**config.mk**
```make
export PLATFORM = sky130hd
export DESIGN_NAME = regfile_wb_arbiter
export DESIGN_NICKNAME = d
export VERILOG_FILES = /design/src/rtl/regfile_wb_arbiter.sv
export SDC_FILE = /design/constraint.sdc
export NUM_CORES = 1
export LEC_CHECK = 0
export CORE_MARGIN = 3
export CORE_UTILIZATION = 30
export CTS_BUF_LIST = sky130_fd_sc_hd__clkbuf_8
export CTS_CLUSTER_DIAMETER = 30
export DETAILED_ROUTE_END_ITERATION = 8
export SLEW_MARGIN = 20
export SYNTH_ARGS = -nofsm -noshare
export SYNTH_HDL_FRONTEND = slang
export SYNTH_SLANG_ARGS = --single-unit
```
**constraint.sdc**
```tcl
create_clock -name clk -period 2.91 [get_ports clk]
set_input_delay 0.582 -clock clk [delete_from_list [all_inputs] [get_ports clk]]
set_output_delay 0.582 -clock clk [all_outputs]
set_load 0.1 [all_outputs]
```
**src/rtl/regfile_wb_arbiter.sv**
```systemverilog
// Write-back arbiter for the 32x32 register file write port.
// Merges a never-stalled ALU result stream with a valid/ready divider stream.
// Divider results wait in a DEPTH-entry FIFO until the ALU leaves a slot free.
// A newer ALU write to a register invalidates buffered divider writes to it.
// stall_req flags decode reads that would otherwise see a stale value.
// Optional build macro WB_BYPASS_EN: when the FIFO is empty and the ALU is
// idle, an accepted divider result goes straight to the output register.
module regfile_wb_arbiter #(
    parameter int DEPTH = 2,
    parameter int CNT_W = 2
) (
    input  logic        clk,
    input  logic        rst,
    input  logic        alu_we,
    input  logic [4:0]  alu_waddr,
    input  logic [31:0] alu_wdata,
    input  logic        div_valid,
    output logic        div_ready,
    input  logic [4:0]  div_waddr,
    input  logic [31:0] div_wdata,
    input  logic [4:0]  raddr1,
    input  logic [4:0]  raddr2,
    output logic        stall_req,
    output logic        we,
    output logic [4:0]  waddr,
    output logic [31:0] wdata,
    output logic [CNT_W-1:0] fifo_cnt
);

    localparam int PTR_W = (DEPTH > 1) ? $clog2(DEPTH) : 1;

    // Buffered divider results: valid bit, destination, data.
    logic              ent_v [DEPTH];
    logic [4:0]        ent_a [DEPTH];
    logic [31:0]       ent_d [DEPTH];
    logic [PTR_W-1:0]  wr_ptr;
    logic [PTR_W-1:0]  rd_ptr;
    logic [CNT_W-1:0]  cnt;

    logic alu_hit;
    logic xfer;
    logic bypass;
    logic push;
    logic pop;
    logic hit;

    // Handshake: a divider result transfers on a rising edge where both
    // div_valid and div_ready are high. div_ready depends only on the
    // registered occupancy, so a same-cycle pop never raises it, and
    // div_valid is never looked at when forming div_ready.
    assign div_ready = !rst && (cnt < CNT_W'(DEPTH));
    assign xfer      = div_valid && div_ready;

    // Writes to r0 are architecturally discarded, so they never claim the slot.
    assign alu_hit = alu_we && (alu_waddr != 5'd0);

`ifdef WB_BYPASS_EN
    assign bypass = xfer && (cnt == '0) && !alu_hit && (div_waddr != 5'd0);
`else
    assign bypass = 1'b0;
`endif

    // r0 results complete the handshake but are dropped.
    assign push = xfer && (div_waddr != 5'd0) && !bypass;
    assign pop  = !alu_hit && (cnt != '0);

    assign fifo_cnt = cnt;

    // Hazard detect: any still-valid buffered write to a register being read.
    always_comb begin
        hit = 1'b0;
        for (int i = 0; i < DEPTH; i++) begin
            if (ent_v[i] && (ent_a[i] != 5'd0) &&
                ((ent_a[i] == raddr1) || (ent_a[i] == raddr2))) begin
                hit = 1'b1;
            end
        end
    end

    assign stall_req = !rst && hit;

    // FIFO control: pointers, occupancy and per-entry valid bits.
    always_ff @(posedge clk) begin
        if (rst) begin
            wr_ptr <= '0;
            rd_ptr <= '0;
            cnt    <= '0;
            for (int i = 0; i < DEPTH; i++) begin
                ent_v[i] <= 1'b0;
            end
        end else begin
            // The ALU result is program-newer than anything already buffered.
            for (int i = 0; i < DEPTH; i++) begin
                if (alu_hit && (ent_a[i] == alu_waddr)) begin
                    ent_v[i] <= 1'b0;
                end
            end
            // Popped slots are cleared so idle entries never raise stall_req.
            if (pop) begin
                ent_v[rd_ptr] <= 1'b0;
                rd_ptr        <= rd_ptr + 1'b1;
            end
            // A same-cycle push is newer than the ALU write, so it stays valid.
            if (push) begin
                ent_v[wr_ptr] <= 1'b1;
                wr_ptr        <= wr_ptr + 1'b1;
            end
            if (push && !pop) begin
                cnt <= cnt + 1'b1;
            end else if (!push && pop) begin
                cnt <= cnt - 1'b1;
            end
        end
    end

    // FIFO payload storage; needs no reset because valid bits gate its use.
    always_ff @(posedge clk) begin
        if (push) begin
            ent_a[wr_ptr] <= div_waddr;
            ent_d[wr_ptr] <= div_wdata;
        end
    end

    // Output slot: ALU first, then bypass, then FIFO head; stale heads drain silently.
    always_ff @(posedge clk) begin
        if (rst) begin
            we    <= 1'b0;
            waddr <= 5'd0;
            wdata <= 32'd0;
        end else if (alu_hit) begin
            we    <= 1'b1;
            waddr <= alu_waddr;
            wdata <= alu_wdata;
        end else if (bypass) begin
            we    <= 1'b1;
            waddr <= div_waddr;
            wdata <= div_wdata;
        end else if (pop) begin
            we <= ent_v[rd_ptr];
            if (ent_v[rd_ptr]) begin
                waddr <= ent_a[rd_ptr];
                wdata <= ent_d[rd_ptr];
            end
        end else begin
            we <= 1'b0;
        end
    end

endmodule
```
# == Word level (Yosys, flattened, before mapping) ==
# Memory sizes are Yosys's and may differ from the RTL's. A register that Yosys moved wholly into a read port is not among the register bits.
# Index checks and enable logic that the tools add are counted.
# Widths: inputs -> output; s select.
# word_totals
ff_bits,42
latchBits,0
mem_bits_rw,76
rom_bits,0
output_inout_bits,42
word_cells,90
n_memories,3
# memory_table
name,depth,word_bits,rd,rd_clocked_by_memory_dff,wr,line,text
ent_d,2,32,1,1,1,35,logic [31:0] ent_d [DEPTH];
ent_a,2,5,3,1,1,34,logic [4:0] ent_a [DEPTH];
ent_v,2,1,3,1,3,33,logic ent_v [DEPTH];
# op_classes
addsub,4
n_mul,0
div,0
magnitude_cmp,1
n_eq_ne,6
shift,0
mux,38
bitwise,2
n_reduce_logical,30
# ops
op,count
$mux 32,3
$eq 5x5->1,6
$mux 1,30
$reduce_bool 5->1,4
$mux 5,3
$logic_and 1x1->1,14
$reduce_bool 2->1,4
$logic_not 1->1,4
$mux 2,2
$add 1x1->1 const B,2
$add 2x1->2 const B,1
$logic_or 1x1->1,2
$lt 2x2->1 const B,1
$or 1x1->1,2
$reduce_and 2->1,1
$sub 2x1->2 const B,1
$reduce_or 1->1,1

# == Depth between registers and ports, before layout ==
# Gate-level depths: netlist of the first run.
# depth
word_depth,9
mapped_depth,8
mapped_depth_nobuf,7

# == Least setup slack after synthesis of the first run ==
# No wires, ideal clock.
# synth_timing
path_type,reg2reg
from,"register cnt[1], in the netlist fifo_cnt[1]"
to,memory ent_a[0][0] (enable)
setup_time_ps,433
t_arrival_ps,4287
path_slack_ps,-1810
path_stages_with_launch,4
n_path_buf,0
synth_period_minus_slack_ps,4720
path_cell_list,dfxtp_1 > nor2_1 > o211ai_1 > nor2_1
# synth_between
elab_chain_cells,6
# synth_rtl
element,line,text
"start, declared",38,logic [CNT_W-1:0] cnt;
"start signal, assigned",109,cnt <= cnt + 1'b1;
"start signal, assigned",111,cnt <= cnt - 1'b1;
$lt 2x2->1,51,assign div_ready = !rst && (cnt < CNT_W'(DEPTH));
$logic_and 1x1->1,51,
net div_ready,18,"output logic div_ready,"
$logic_and 1x1->1,52,assign xfer = div_valid && div_ready;
$logic_and 1x1->1,64,assign push = xfer && (div_waddr != 5'd0) && !bypass;
$mux 1,118,if (push) begin
$mux 1 (not written as such),119,ent_a[wr_ptr] <= div_waddr;
"end, declared",34,
# The timed path passes the listed nets, and every way through them passes these cells.

# == Worst setup path in the final report of the first run ==
# layout_timing
from,input raddr2[0]
to,output stall_req
# layout_between
elab_chain_cells,6
# layout_rtl
element,line,text
"start, declared",22,"input logic [4:0] raddr2,"
$eq 5x5->1,74,((ent_a[i] == raddr1) || (ent_a[i] == raddr2))) begin
$logic_or 1x1->1,74,
$logic_and 1x1->1,73,if (ent_v[i] && (ent_a[i] != 5'd0) &&
$mux 1,73,
$mux 1 (*),73,
$logic_and 1x1->1 (*),80,assign stall_req = !rst && hit;
"end, declared",23,"output logic stall_req,"
# Every way passes the cells marked *; elsewhere a longest branch is shown, timed or not.

==> run_results.csv, run 1 <==
group,metric,value,unit
synth,syn-cell-area,5041,µm²
pwr,swShare,39.56,%
setup_path,criticalPathCategory,"in -> out",
cts,cts_tree,"built",
final_layout,n_antenna_cell,0,
synth,yosys.area_share.simple,9.680,%
timing,hold_viol,0,
timing,grt_setup_unrepaired,"false",
timing,finalCritPeriodShare,86.83,%
pwr,p_per_area,764.0,nW/µm²
placement,gp_congestion,0.8342,
placement,io_buffers,129,
detailed_routing,drt_iter0_markers,177,
floorplan,die_area,18400,µm²
cts,cts_buffers,17,
timing,fmax,395.8,MHz
pwr,comb_power_share,35.3,%
pwr,power,5256,µW
grt,grt_pass1_vias,3893,
cts,clk_path_buf_depth,2,
setup_path,crit_path_max_fanout,2,
placement,placedCellCount,745,
timing,tightest_slew,0.8186,ns
synth,synthArstFlopShare,0,%
final_layout,register_area,3124,µm²
floorplan,pin_count,130,
cts,hold_buffers,0,
pwr,seqPwrFrac,39.9,%
cts,clk_pin_slew,0.06,ns
final_layout,drive_gt1_share,17.41,%
setup_path,reg2reg_from,"fifo_cnt[1]",
cts,cts.sinks,119,
final_layout,nFillCells,1528,
setup_path,start_kind,"primary input",
timing,fin_worst_skew,0.009874,ns
setup_path,crit_chain,"clkdlybuf4s50_1 -> xnor2_1 -> nand3_1 -> o22ai_1 -> a22o_1 -> buf_12",
synth,synth_mux_area_share,7.570,%
setup_path,crit_path_top_delay_cell,"clkdlybuf4s50_1",
synth,synth_top_cells_by_count,"edfxtp_1, dfxtp_1, a21oi_1, nand2_1, nand3_1",
cts,cts_setup_buffers,0,
final_layout,final_cell_count_no_fill,779,
synth,synthAdderAreaFrac,0.2482,%
synth,synth.most_common_cell,"edfxtp_1",
cts,post_cts_resize_count,0,
detailed_routing,wire_per_inst,16.48,µm
timing,maxSlewViolCount,0,
setup_path,cp-startpoint,"raddr2[0]",
setup_path,r2r_end,"wdata[8]",
hold_path,hp-class,"reg -> reg",
floorplan,dieWidth,135.6,µm
synth,synth-main-ff-cell,"edfxtp_1",
detailed_routing,ant_nets,0,
cts,cts-root-buf,"clkbuf_8",
synth,ys_warn_count,0,
setup_path,crit_arrival,1.94,ns
hold_path,hold_path_depth,2,
synth,ys_ff_latch,119,
detailed_routing,wirelength,12840,µm
final_layout,fin_nets,639,
synth,synth-compound-area-share,11.32,%
placement,hpwl,8673,µm
timing,setup_viol,0,
detailed_routing,dr_total_vias,3697,
cts,clock_latency,0.44,ns
timing,fin_setup_tns,0,ns
outcome,status,"finished, final reports clean",
synth,synth_edf_count,74,
final_layout,multiInputGateArea,1777,µm²
job,maxCapViolCount,0,
setup_path,crit_path_end_kind,"output port",
floorplan,start_util,31.17,%
pwr,ir_drop,308.1,µV
synth,synthesis.nets,519,
setup_path,cpPeakStageDelay,0.54,ns
final_layout,syn2layout_area_growth,36.46,%
detailed_routing,vias_per_cell,4.746,
timing,max-slew-margin-rel,45.42,%
synth,synth_top_family_by_area,"compound AO/OA/AOI/OAI gates",
floorplan,core.rowCount,46,
pwr,cellLeakagePower,0.002327,µW
timing,whs,0.5440,ns
synth,synthTopCellsByArea,"edfxtp_1, dfxtp_1, mux2i_1",
setup_path,reg2reg_depth,4,
synth,yosys.area_share.xor_xnor,5.733,%
grt,grt_start_max_net_pins,40,
grt,grt_usage,14.21,%
grt,grt_pass1_wl,19980,µm
pwr,power_frac_clock,24.9,%
floorplan,coreArea,16170,µm²
synth,yosysTopAreaCell,"edfxtp_1",
detailed_routing,drc,0,
synth,synth_top_area_share,44.08,%
setup_path,worstPathRequired,2.33,ns
hold_path,min_from,"rd_ptr",
grt,gr-total-overflow,0,
synth,synth_cells,430,
grt,antenna_found_initial,0,
setup_path,rrSetupSlack,0.77,ns
pwr,power.internal,3176,µW
cts,cts.htree.levels,4,
synth,avgSynthCellArea,11.72,µm²
pwr,p_sw,2079,µW
timing,layout_min_cycle_time,2.527,ns
synth,ys_seq_area_share,61.95,%
floorplan,die_h,135.6,µm
detailed_routing,dr.pass1.iters,4,
synth,yosysUniqueCellTypes,34,
## stage by stage
stage          area [µm²]  setup slack, ns  utilization (%)
2_1_floorplan        5064          0.08443                -
3_3_place_gp         6472           0.1270            40.02
3_5_place_dp         6472          0.08663            40.02
4_1_cts              6824           0.3691            42.19
5_1_grt              6879           0.2903            42.53
6_report             6879           0.3832            42.53
## layout by cell type (no fill, tap or decap), types with 2 or more instances in the layout
master / netlist / routed
o211ai_1: 38 / 38
nor2_4: 0 / 3
clkinv_4: 0 / 3
clkdlybuf4s50_1: 0 / 86
buf_4: 0 / 49
nor3_1: 3 / 3
inv_1: 2 / 2
o21ai_0: 2 / 2
buf_12: 0 / 3
nand2_1: 42 / 42
dfxtp_1: 45 / 44
xor2_1: 7 / 7
mux2i_1: 37 / 37
nand3_1: 42 / 42
nand2b_1: 2 / 2
clkinvlp_4: 0 / 6
edfxtp_1: 74 / 74
xnor2_1: 26 / 26
clkinv_2: 0 / 3
inv_6: 0 / 2
buf_16: 0 / 2
nor2_1: 10 / 7
o22ai_1: 3 / 3
a21oi_1: 42 / 42
clkbuf_8: 0 / 18
## worst max path at each step
stage,endpoint,slack [ns],cells past startpoint
2_1_floorplan,ent_a[0][0],0.08,3
5_1_grt,stall_req,0.29,6
6_report,stall_req,0.38,6
3_3_place_gp,ent_d[0][18],0.13,5
3_5_place_dp,ent_d[0][20],0.09,5
4_1_cts,stall_req,0.37,6
## power groups by stage
stage | Clock [µW] | Sequential (µW) | Combinational (µW)
floorplan | 0 | 2650 | 820
global placement | 0 | 2130 | 1840
detailed placement | 0 | 2130 | 1860
CTS | 1350 | 2100 | 1870
global route | 1430 | 2110 | 1990
finish | 1310 | 2090 | 1850
## critical path: cells and delay by family
kind            cells  cell delay (ns)
simple gates        1             0.09
compound gates      2             0.40
xor+xnor            1             0.14
buf+inv             2             0.73
## registers in the layout (all words and copies together), names as in the netlist, named ones only
register and flops:
ent_v 2, rd_ptr 1, we 1, waddr 5
wr_ptr 1, wdata 32, fifo_cnt 2, ent_d 64
ent_a 10
## logic make-up (layout without fill, tap and decap cells)
logic type,after synthesis,in the layout
AO/OA/AOI/OAI,91,91
adder cells (fa/ha/maj),1,1
flip-flops,119,119
multiplexers,38,38
XOR/XNOR,33,33
AND/OR/NAND/NOR,106,106
buffers and inverters,42,175
## layer usage
layer | vias up | global-route usage, % | share of wire, % | wire length (µm)
li1 | 1822 | - | - | -
met1 | 1759 | 16.51 | 42 | 5429
met2 | 102 | 24.47 | 51 | 6536
met3 | 14 | 5.201 | 5.7 | 738
met4 | 0 | 4.423 | 1.0 | 134
met5 | - | 0 | 0 | 0
## layout make-up
| class | instances | share of cell area [%] |
|---|---|---|
| flip-flops and latches | 119 | 45.42 |
| multi-input cells | 269 | 25.83 |
| repair buffers | 141 | 19.61 |
| well taps | 216 | 3.929 |
| clock buffers | 18 | 3.601 |
| clock inverters | 14 | 1.510 |
| inverters | 2 | 0.1091 |
(Power assumes the default switching activity.)
==> run 2, diff against run 1 <==
--- a/config.mk
+++ b/config.mk
@@ -10,6 +10,7 @@
 export CTS_BUF_LIST = sky130_fd_sc_hd__clkbuf_8
 export CTS_CLUSTER_DIAMETER = 30
 export DETAILED_ROUTE_END_ITERATION = 8
+export GPL_TIMING_DRIVEN = 1
 export SLEW_MARGIN = 20
 export SYNTH_ARGS = -nofsm -noshare
 export SYNTH_HDL_FRONTEND = slang
==> results of run 2 <==
Same layout as run 1: the final DEF is identical, and so are final timing and power.
==> run 3, diff against run 2 <==
--- a/config.mk
+++ b/config.mk
@@ -10,7 +10,9 @@
 export CTS_BUF_LIST = sky130_fd_sc_hd__clkbuf_8
 export CTS_CLUSTER_DIAMETER = 30
 export DETAILED_ROUTE_END_ITERATION = 8
+export DONT_BUFFER_PORTS = 1
 export GPL_TIMING_DRIVEN = 1
+export SETUP_SLACK_MARGIN = 0.3
 export SLEW_MARGIN = 20
 export SYNTH_ARGS = -nofsm -noshare
 export SYNTH_HDL_FRONTEND = slang
==> run 3 against run 2 <==
Against the previous run: register-to-register slack improved by 0.17 ns; hold slack got worse by 0.33 ns; combinational power decreased by 35%; clock skew increased by 0.00055 ns; via count decreased by 12%; power decreased by 0.37%; non-clock buffer count decreased by 122.
==> run_results.csv, run 3 (same netlist as run 1, synthesis figures left out) <==
group,metric,value,unit
cts,cts.sinks,119,
final_layout,largest_registers,"ent_d: 64 flops, wdata: 32 flops, ent_a: 10 flops",
final_layout,n_antenna_cell,0,
grt,grt_start_max_net_pins,47,
detailed_routing,ant_nets,0,
final_layout,drive_gt1_share,13.15,%
floorplan,coreArea,16170,µm²
detailed_routing,dr_total_vias,3269,
floorplan,die_area,18400,µm²
setup_path,crit_path_end_kind,"output port",
placement,gp_congestion,0.8078,
timing,setup_viol,0,
grt,grt_pass1_vias,3498,
final_layout,nFillCells,1594,
job,maxCapViolCount,0,
cts,clk_path_buf_depth,2,
placement,hpwl,8222,µm
outcome,status,"finished, final reports clean",
final_layout,syn2layout_area_growth,13.55,%
placement,place_ws,0.5625,ns
timing,fin_setup_tns,0,ns
pwr,p_per_area,914.7,nW/µm²
detailed_routing,drc,0,
setup_path,crit_arrival,1.89,ns
timing,timing.final.ws_setup,0.4336,ns
setup_path,worstPathRequired,2.33,ns
placement,place_area,5313,µm²
pwr,swShare,38.32,%
final_layout,register_area,3126,µm²
detailed_routing,wire_per_inst,19.18,µm
detailed_routing,dr.pass1.iters,4,
setup_path,start_kind,"flip-flop",
final_layout,final_common_cell,"edfxtp_1",
final_layout,largest_register,"ent_d",
pwr,comb_power_share,23.1,%
final_layout,multiInputGateArea,1777,µm²
timing,fmax,403.8,MHz
pwr,power_frac_clock,28.4,%
floorplan,dieWidth,135.6,µm
hold_path,hp-class,"in -> reg",
final_layout,largest_reg_flops,64,
detailed_routing,wirelength,12600,µm
cts,cts-root-buf,"clkbuf_8",
grt,grt_pass1_wl,19730,µm
detailed_routing,drt_iter0_markers,140,
timing,hold_viol,0,
cts,cts_buffers,17,
pwr,ir_drop,485.6,µV
pwr,power.internal,3229,µW
detailed_routing,vias_per_cell,4.976,
pwr,seqPwrFrac,48.4,%
timing,whs,0.2130,ns
grt,antenna_found_initial,0,
pwr,power,5236,µW
timing,maxSlewViolCount,0,
final_layout,fin_nets,517,
cts,cts.htree.levels,4,
placement,io_buffers,0,
setup_path,crit_path_max_fanout,4,
floorplan,core.rowCount,46,
final_layout,final_cell_mix,"edfxtp_1, dfxtp_1, nand2_1, nand3_1, a21oi_1",
timing,finalCritPeriodShare,85.10,%
final_layout,final_area,5724,µm²
cts,cts_tree,"built",
cts,clock_latency,0.43,ns
cts,clk_pin_slew,0.07,ns
setup_path,criticalPathCategory,"reg -> out",
timing,tightest_slew,1.031,ns
grt,gr-total-overflow,0,
pwr,cellLeakagePower,0.001828,µW
timing,fin_worst_skew,0.01043,ns
timing,grt_setup_unrepaired,"false",
floorplan,pin_count,130,
timing,layout_min_cycle_time,2.476,ns
timing,max-slew-margin-rel,31.17,%
pwr,p_sw,2006,µW
floorplan,start_util,31.17,%
cts,hold_buffers,0,
floorplan,die_h,135.6,µm
grt,grt_usage,14.19,%
[run 3: power by group through the flow]
stage | combinational, µW | clock [µW] | sequential (µW)
global placement | 1200 | 0 | 2570
global route | 1340 | 1610 | 2550
finish | 1210 | 1490 | 2540
CTS | 1230 | 1530 | 2540
floorplan | 822 | 0 | 2650
detailed placement | 1220 | 0 | 2570
[run 3: through the flow]
step | cells | util (%)
global route | 657 | 35.39
global placement | 622 | 32.85
floorplan | 430 | -
CTS | 654 | 35.25
detailed placement | 622 | 32.85
finish | 657 | 35.39
[run 3: worst max-delay path: stages (launching register included)]
cell and delay, ns:
edfxtp_1 0.49, xnor2_1 0.25, nand3_1 0.10, o22ai_1 0.18, a22o_1 0.16, buf_4 0.29
[run 3: path summary, 6_finish.rpt]
check | from | to | slack, ns | depth (start not counted)
worst max-delay path | ent_a[1][0] | stall_req | 0.43 | 5
worst min-delay path | rst | wdata[16] | 0.21 | 1
worst max register to register | fifo_cnt[1] | ent_d[0][4] | 0.94 | 6
worst min register to register | rd_ptr | flip-flop | 0.55 | 2
[run 3: final cells by class]
type | count | area share, %
inverter | 2 | 0.1311
sequential | 119 | 54.60
clock buffer | 18 | 4.328
clock inverter | 14 | 2.470
tap | 216 | 4.721
multi-input combinational | 269 | 31.04
timing repair buffer | 19 | 2.710
[run 3: what timing repair did]
item | 4_1_cts | 5_1_grt
setup endpoints to repair | 0 | 1
resized for setup | 0 | 0
endpoints found under the hold margin | 0 | 0
setup buffers | 0 | 3
[run 3: metal layers]
layer	global-route usage, %	wire length [µm]
met1	17.04	5350
met2	23.42	6140
met3	5.721	979
met4	4.367	133
met5	0	0
